## config.mk

```make
export PLATFORM = sky130hd
export DESIGN_NAME = id_ex_reg
export DESIGN_NICKNAME = d
export VERILOG_FILES = /design/src/rtl/id_ex_reg_pkg.sv /design/src/rtl/id_ex_perfcnt.sv /design/src/rtl/id_ex_reg.sv
export SDC_FILE = /design/constraint.sdc
export NUM_CORES = 1
export LEC_CHECK = 0
export BUFFER_PORTS_ARGS = -buffer_cell sky130_fd_sc_hd__clkbuf_2
export CAP_MARGIN = 20
export CORE_AREA = 3 3 164 166
export DETAILED_ROUTE_END_ITERATION = 7
export DIE_AREA = 0 0 167 169
export PLACE_DENSITY = 0.65
export REMOVE_ABC_BUFFERS = 1
export SLEW_MARGIN = 20
export SYNTH_ARGS = -nofsm -noshare
export SYNTH_HDL_FRONTEND = slang
export SYNTH_HIERARCHICAL = 1
export SYNTH_SLANG_ARGS = --single-unit
```

## constraint.sdc

```tcl
create_clock -name clk -period 8.8 [get_ports clk]
set_clock_uncertainty 0.05 [all_clocks]
set_input_delay 1.76 -clock clk [delete_from_list [all_inputs] [get_ports clk]]
set_output_delay 1.76 -clock clk [all_outputs]
set_load 0.01 [all_outputs]
```

## src/rtl/id_ex_reg_pkg.sv

```systemverilog
// id_ex_reg_pkg: shared cpu encodings, bus widths and the ID/EX pipeline-control decode.
package id_ex_reg_pkg;
    localparam int DATA_BUS_W  = 32;
    localparam int ALUOP_BUS_W = 8;
    localparam int ALUSEL_BUS_W = 3;
    localparam int RADDR_BUS_W = 5;
    localparam int EXC_BUS_W   = 32;

    localparam logic [ALUOP_BUS_W-1:0]  NOP_OP        = 8'h00;
    localparam logic [ALUSEL_BUS_W-1:0] RES_NOP       = 3'b000;
    localparam logic                    WRITE_ENABLE  = 1'b1;
    localparam logic                    WRITE_DISABLE = 1'b0;
    localparam logic [DATA_BUS_W-1:0]   ZERO_WORD     = 32'h0000_0000;

    localparam int STALL_ID_BIT = 0;
    localparam int STALL_EX_BIT = 1;

    typedef enum logic [1:0] {ACT_ADVANCE, ACT_HOLD, ACT_BUBBLE, ACT_FLUSH} pipe_act_e;

    // Flush beats any stall; an EX stall holds regardless of the ID stall.
    function automatic pipe_act_e pipe_action(input logic flush, input logic [1:0] stall);
        return flush ? ACT_FLUSH :
               stall[STALL_EX_BIT] ? ACT_HOLD :
               stall[STALL_ID_BIT] ? ACT_BUBBLE : ACT_ADVANCE;
    endfunction
endpackage

```

## src/rtl/id_ex_perfcnt.sv

```systemverilog
// id_ex_perfcnt: wrapping counters of issued instructions and inserted bubbles at ID/EX.
module id_ex_perfcnt
    import id_ex_reg_pkg::*;
(
    input  logic        clk,
    input  logic        rst,
    input  pipe_act_e   act_i,
    output logic [31:0] issue_cnt_o,
    output logic [31:0] bubble_cnt_o
);
    logic [31:0] issue_cnt_d, issue_cnt_q, bubble_cnt_d, bubble_cnt_q;

    always_comb begin
        issue_cnt_d  = issue_cnt_q + 32'(act_i == ACT_ADVANCE);
        bubble_cnt_d = bubble_cnt_q + 32'(act_i == ACT_BUBBLE);
    end

    always_ff @(posedge clk or posedge rst) begin
        if (rst) begin
            issue_cnt_q  <= '0;
            bubble_cnt_q <= '0;
        end else begin
            issue_cnt_q  <= issue_cnt_d;
            bubble_cnt_q <= bubble_cnt_d;
        end
    end

    assign issue_cnt_o  = issue_cnt_q;
    assign bubble_cnt_o = bubble_cnt_q;
endmodule

```

## src/rtl/id_ex_reg.sv

```systemverilog
// id_ex_reg: ID->EX pipeline register with flush/bubble/hold control.
// Define ID_EX_PERFCNT_EN to add issue/bubble performance counters.
module id_ex_reg
    import id_ex_reg_pkg::*;
#(
    parameter int DATA_W   = id_ex_reg_pkg::DATA_BUS_W,
    parameter int ALUOP_W  = id_ex_reg_pkg::ALUOP_BUS_W,
    parameter int ALUSEL_W = id_ex_reg_pkg::ALUSEL_BUS_W,
    parameter int RADDR_W  = id_ex_reg_pkg::RADDR_BUS_W,
    parameter int EXC_W    = id_ex_reg_pkg::EXC_BUS_W
) (
    input  logic                clk,
    input  logic                rst,
    input  logic                stall_id_i,
    input  logic                stall_ex_i,
    input  logic                flush_i,
    input  logic [ALUOP_W-1:0]  id_aluop_i,
    input  logic [ALUSEL_W-1:0] id_alusel_i,
    input  logic [DATA_W-1:0]   id_reg1_i,
    input  logic [DATA_W-1:0]   id_reg2_i,
    input  logic [RADDR_W-1:0]  id_wd_i,
    input  logic                id_wreg_i,
    input  logic [31:0]         id_inst_i,
    input  logic [DATA_W-1:0]   id_link_addr_i,
    input  logic                id_in_delayslot_i,
    input  logic                next_in_delayslot_i,
    input  logic [EXC_W-1:0]    id_excepttype_i,
    input  logic [DATA_W-1:0]   id_pc_i,
    output logic [ALUOP_W-1:0]  ex_aluop_o,
    output logic [ALUSEL_W-1:0] ex_alusel_o,
    output logic [DATA_W-1:0]   ex_reg1_o,
    output logic [DATA_W-1:0]   ex_reg2_o,
    output logic [RADDR_W-1:0]  ex_wd_o,
    output logic                ex_wreg_o,
    output logic [31:0]         ex_inst_o,
    output logic [DATA_W-1:0]   ex_link_addr_o,
    output logic                ex_in_delayslot_o,
    output logic [EXC_W-1:0]    ex_excepttype_o,
    output logic [DATA_W-1:0]   ex_pc_o,
    output logic                ex_valid_o,
    output logic                in_delayslot_o
`ifdef ID_EX_PERFCNT_EN
    ,
    output logic [31:0]         issue_cnt_o,
    output logic [31:0]         bubble_cnt_o
`endif
);
    localparam int W = ALUOP_W + ALUSEL_W + 4 * DATA_W + RADDR_W + EXC_W + 32 + 2;

    logic [W-1:0] id_bus, nop_bus, ex_d, ex_q;
    logic         valid_d, valid_q, ds_d, ds_q;
    logic [1:0]   stall;
    pipe_act_e    act;

    assign stall[STALL_ID_BIT] = stall_id_i;
    assign stall[STALL_EX_BIT] = stall_ex_i;
    assign act = pipe_action(flush_i, stall);

    assign id_bus = {id_aluop_i, id_alusel_i, id_reg1_i, id_reg2_i, id_wd_i, id_wreg_i,
                     id_inst_i, id_link_addr_i, id_in_delayslot_i, id_excepttype_i, id_pc_i};
    // A NOP never writes back, so bubbles cannot trigger forwarding in EX.
    assign nop_bus = {ALUOP_W'(NOP_OP), ALUSEL_W'(RES_NOP), DATA_W'(ZERO_WORD), DATA_W'(ZERO_WORD),
                      RADDR_W'(0), WRITE_DISABLE, ZERO_WORD, DATA_W'(ZERO_WORD), 1'b0,
                      EXC_W'(ZERO_WORD), DATA_W'(ZERO_WORD)};

    always_comb begin
        ex_d    = act == ACT_ADVANCE ? id_bus : act == ACT_HOLD ? ex_q : nop_bus;
        valid_d = act == ACT_ADVANCE ? 1'b1 : act == ACT_HOLD ? valid_q : 1'b0;
        ds_d    = act == ACT_ADVANCE ? next_in_delayslot_i : act == ACT_FLUSH ? 1'b0 : ds_q;
    end

    always_ff @(posedge clk or posedge rst) begin
        if (rst) begin
            ex_q    <= '0;
            valid_q <= 1'b0;
            ds_q    <= 1'b0;
        end else begin
            ex_q    <= ex_d;
            valid_q <= valid_d;
            ds_q    <= ds_d;
        end
    end

    assign {ex_aluop_o, ex_alusel_o, ex_reg1_o, ex_reg2_o, ex_wd_o, ex_wreg_o,
            ex_inst_o, ex_link_addr_o, ex_in_delayslot_o, ex_excepttype_o, ex_pc_o} = ex_q;
    assign ex_valid_o     = valid_q;
    assign in_delayslot_o = ds_q;

    // Stalls propagate backwards, so EX can never stall while ID runs.
    a_stall_order: assert property (@(posedge clk) disable iff (rst) !(stall_ex_i && !stall_id_i));

`ifdef ID_EX_PERFCNT_EN
    id_ex_perfcnt u_perfcnt (
        .clk          (clk),
        .rst          (rst),
        .act_i        (act),
        .issue_cnt_o  (issue_cnt_o),
        .bubble_cnt_o (bubble_cnt_o)
    );
`endif
endmodule

```

# Word-level counts from Yosys, hierarchy flattened
# Cells that the tools add are included.
dict set report classes {
  reduce_logical 2
  n_mux 9
  n_eq_ne 3
}
# cell n
set op_table {}
lappend op_table {{210-bit 2-to-1 mux} 2}
lappend op_table {{2-bit 2-to-1 mux} 3}
lappend op_table {{1-bit 2-to-1 mux} 4}
lappend op_table {{2-bit by 1-bit == test with 1-bit output (second input constant)} 1}
lappend op_table {{2-bit == test (second input constant)} 1}
lappend op_table {{2-bit logical NOT} 1}
lappend op_table {{2-bit by 1-bit inequality test with 1-bit output (second input constant)} 1}
lappend op_table {{2-bit nonzero test} 1}
dict set report totals {
  ff_bits 212
  out_inout_bits 212
}

# Logic depth before layout (Yosys ltp)
dict set report logic_depth {
  depth_word 6
  depth_mapped 9
  depth_no_buf 5
}

# Worst setup path before layout
# No wires, ideal clock.
dict set report synth_timing {
  path_type {input-to-reg}
  from {in stall_ex_i}
  to {reg ex_q[10]}
  stages 9
  path_buffers 4
  required_ps 8674
  slack_ps 5542
  arrival_time_ps 3131
  path_cell_list {buf_6 > clkbuf_1 > inv_1 > a21oi_1 > ha_1 > buf_4 > clkbuf_1 > nand2_1 > o21ai_1}
}
dict set report synth_via {
  elab_chain_len 4
}
# item line
set synth_rtl {}
lappend synth_rtl {{start, declared} id_ex_reg.sv:15} ;# input logic stall_ex_i,
lappend synth_rtl {{2-bit 2-to-1 mux (*)} id_ex_reg_pkg.sv:23} ;# stall[STALL_EX_BIT] ? ACT_HOLD :
lappend synth_rtl {{2-bit 2-to-1 mux (*)} id_ex_reg_pkg.sv:22} ;# return flush ? ACT_FLUSH :
lappend synth_rtl {{2-bit by 1-bit == test with 1-bit output / 2-bit logical NOT (equally long branches)} id_ex_reg.sv:67} ;# ex_d = act == ACT_ADVANCE ? id_bus : act == ACT_HOLD ? ex_q : nop_bus;
lappend synth_rtl {{2-bit by 1-bit inequality test with 1-bit output (no line) / 210-bit 2-to-1 mux (equally long branches)} n/a}
lappend synth_rtl {{end signal, assigned} id_ex_reg.sv:74} ;# ex_q <= '0;
lappend synth_rtl {{end signal, assigned} id_ex_reg.sv:78} ;# ex_q <= ex_d;
lappend synth_rtl {{end, declared} id_ex_reg.sv:50} ;# logic [W-1:0] id_bus, nop_bus, ex_d, ex_q;
# Mark *: on every way between the ends. The rest lies on a longest branch, timed or not.
# A chain may end at the register's enable or synchronous reset.

# Worst setup path in the final report
dict set report layout_timing {
  from {in stall_ex_i}
  to {reg ex_q[84]}
}
# The elaborated chain is that of the path after synthesis.

==> results.sh <==
export IMPL_detail_route_wl_per_cell_um=17.7
export IMPL_io_buffers=427
export IMPL_clockPowerShare=0.453
export IMPL_critPathKind="in2reg"
export IMPL_dpl_hpwl_um=19200
export IMPL_avgSynthCellArea_um2=9.92
export IMPL_vias=8365
export IMPL_max_slew_margin_rel=0.274
export IMPL_grt_max_degree=111
export IMPL_clock_fmax_mhz=226
export IMPL_nNetsFinal=1535
export IMPL_period_needed_ns=4.43
export IMPL_cts_tree="built"
export IMPL_slew_viol_final=0
export IMPL_synthAdderAreaFrac=0.00267
export IMPL_grt_pass1_vias=8287
export IMPL_hp_class="reg2reg"
export IMPL_synth_xor_area_frac=0
export IMPL_synthSimpleGateAreaFrac=0.255
export IMPL_ant_nets=0
export IMPL_r2r_slack_ns=7.97
export IMPL_clock_sinks=212
export IMPL_yosys_warnings=6
export IMPL_outcome="complete, no violations"
export IMPL_switching_share=0.242
export IMPL_synth_area_top_cells="dfrtp_1 (57%), nand3b_1 (17%), o21ai_0 (8.7%), nand2_1 (8.5%), buf_2 (2.9%)"
export IMPL_cts_resized=0
export IMPL_vdd_drop_max_v=0.000160
export IMPL_firstDrtPassIters=4
export IMPL_synthToLayoutAreaGrowth_pct=30.7
export IMPL_yosysUniqueCellTypes=17
export IMPL_overflow=0
export IMPL_crit_fanout=99
export IMPL_synth_seq_cells=212
export IMPL_insertedDiodeCount=0
export IMPL_drv_cap=0
export IMPL_grt_pass1_wl_um=46700
export IMPL_track_usage=0.199
export IMPL_antenna_found_initial=0
export IMPL_drc=0
export IMPL_htree_num_levels=1
export IMPL_p_seq_frac=0.452
export IMPL_power_switching_uw=544
export IMPL_finalSetupTns_ns=0
export IMPL_rsz0062_at_grt="no"
export IMPL_die_y_um=169
export IMPL_finalHoldViolCount=0
export IMPL_rows=59
export IMPL_cts_root_buf="clkbuf_16"
export IMPL_powerDensity_nw_per_um2=184
export IMPL_placed_area_um2=11500
export IMPL_synth_top_area_share=0.565
export IMPL_start_util=0.364
export IMPL_cts_buffers=25
export IMPL_period_share=0.503
export IMPL_drtIter0Drc=739
export IMPL_routed_wl_um=29600
export IMPL_critPathArrivalTime_ns=4.79
export IMPL_final_area_um2=12300
export IMPL_ioPinCount=428
export IMPL_synth_top_family_by_area="simple AND/OR/NAND/NOR gates"
export IMPL_syn_area_um2=9380
export IMPL_critPathLaunchType="primary input"
export IMPL_synth_mux_area_frac=0.00120
export IMPL_synthCells=946
export IMPL_worst_pin_slew_ns=1.09
export IMPL_die_w_um=167
export IMPL_clk_pin_slew_ns=0.06
export IMPL_post_cts_buffers=0
export IMPL_synth_largest_area_cell="dfrtp_1"
export IMPL_synth_compound_area_frac=0.113
export IMPL_dieArea_um2=28200
export IMPL_drt_vias_per_instance=5.01
export IMPL_p_int_mw=1.71
export IMPL_core_area_um2=25800
export IMPL_setup_viol=0
export IMPL_total_leakage_power_nw=5.99
export IMPL_combinationalPowerShare=0.095
export IMPL_end_kind="flip-flop"
export IMPL_layout_drive_gt1_share=0.358
export IMPL_clockBufferDepth=3
export IMPL_worstPathRequired_ns=9.16
export IMPL_cts_hold_buf=0
export IMPL_gp_congestion=0.810
export IMPL_insertion_delay_ns=0.51
export IMPL_yosysSeqAreaShare=0.565
==> power groups by stage <==
stage          combinational (mW)  clock, mW  sequential, mW
2_1_floorplan              0.0723          0            1.05
3_3_place_gp                0.218          0            1.03
3_5_place_dp                0.217          0            1.04
4_1_cts                     0.218       1.05            1.02
5_1_grt                     0.236       1.09            1.02
6_report                    0.213       1.02            1.02
==> synth_stat cells <==
cell type,count
nor2b_4,1
o21ai_1,47
a21oi_1,1
mux2_2,1
clkbuf_2,3
buf_6,19
ha_1,2
buf_4,5
nand2_1,212
o21ai_0,164
buf_1,1
nand3b_1,210
clkbuf_1,11
dfrtp_1,212
nor2_1,1
inv_1,2
buf_2,54
==> path summary, 6_finish.rpt <==
kind / start / endpoint / cells past startpoint
min: in_delayslot_o$_DFFE_PP0P_ / in_delayslot_o$_DFFE_PP0P_ / 2
max in group asynchronous: rst / ex_q[72]$_DFFE_PP0P_ / 3
max: stall_ex_i / ex_q[84]$_DFFE_PP0P_ / 8
max reg2reg: ex_q[130]$_DFFE_PP0P_ / ex_q[130]$_DFFE_PP0P_ / 2
min in group asynchronous: rst / ex_q[164]$_DFFE_PP0P_ / 2
min reg2reg: in_delayslot_o$_DFFE_PP0P_ / in_delayslot_o$_DFFE_PP0P_ / 2
==> flip-flops by register name (all words and copies together), names as in the netlist <==
signal / count
ex_valid_o: 1
in_delayslot_o: 1
ex_q: 210
==> critical path, stage by stage <==
cell     delay (ns)
buf_6          0.31
buf_4          0.72
inv_1          0.09
a21oi_1        0.31
ha_4           0.29
buf_4          0.81
nand2_1        0.13
o21ai_0        0.21
==> cell type report <==
type	instances	area, µm²
clock buffer	37	721
clock inverter	6	85.1
fill	2486	13500
inverter	2	15.0
multi-input combinational	639	3500
sequential	212	5310
tap	335	419
timing repair buffer	437	2220
==> metal layers <==
metal,vias up,GRT usage,wire length [µm]
met5,-,0,0
li1,3944,-,-
met4,0,0.0653,882
met1,4018,0.266,12000
met2,341,0.322,14300
met3,62,0.0481,2400
==> kinds of logic after synthesis <==
family / Yosys count
adders and majority gates: 2
DFF: 212
buffers and inverters: 95
and+or+nand+nor: 424
muxes: 1
AOI/OAI and AO/OA: 212
==> stage by stage <==
stage	hold slack, ns	utilization	power [mW]	worst slack [ns]	cells
floorplan	0.460	-	1.12	1.20	853
detailed placement	0.426	0.445	1.25	3.88	1625
finish	0.437	0.476	2.25	4.37	1668
CTS	0.441	0.476	2.29	4.41	1668
global route	0.486	0.476	2.35	4.10	1668
global placement	0.436	0.445	1.25	3.84	1625
==> layout by cell type (no fill, tap or decap) <==
cell type / Yosys / final
o21ai_1: 47 / 47
clkinv_2: 0 / 2
inv_8: 0 / 1
ha_1: 2 / 1
inv_1: 2 / 1
mux2_2: 1 / 1
clkbuf_8: 0 / 5
a21oi_1: 1 / 1
ha_4: 0 / 1
nor2_1: 1 / 1
clkbuf_1: 11 / 7
nand3b_1: 210 / 210
bufinv_16: 0 / 2
clkbuf_16: 0 / 25
o21ai_0: 164 / 164
clkinvlp_4: 0 / 2
buf_6: 19 / 1
dfrtp_1: 212 / 212
clkbuf_2: 3 / 425
nand2_1: 212 / 212
nor2b_4: 1 / 1
buf_4: 5 / 11
No activity file was read; power rests on OpenSTA's default activity.
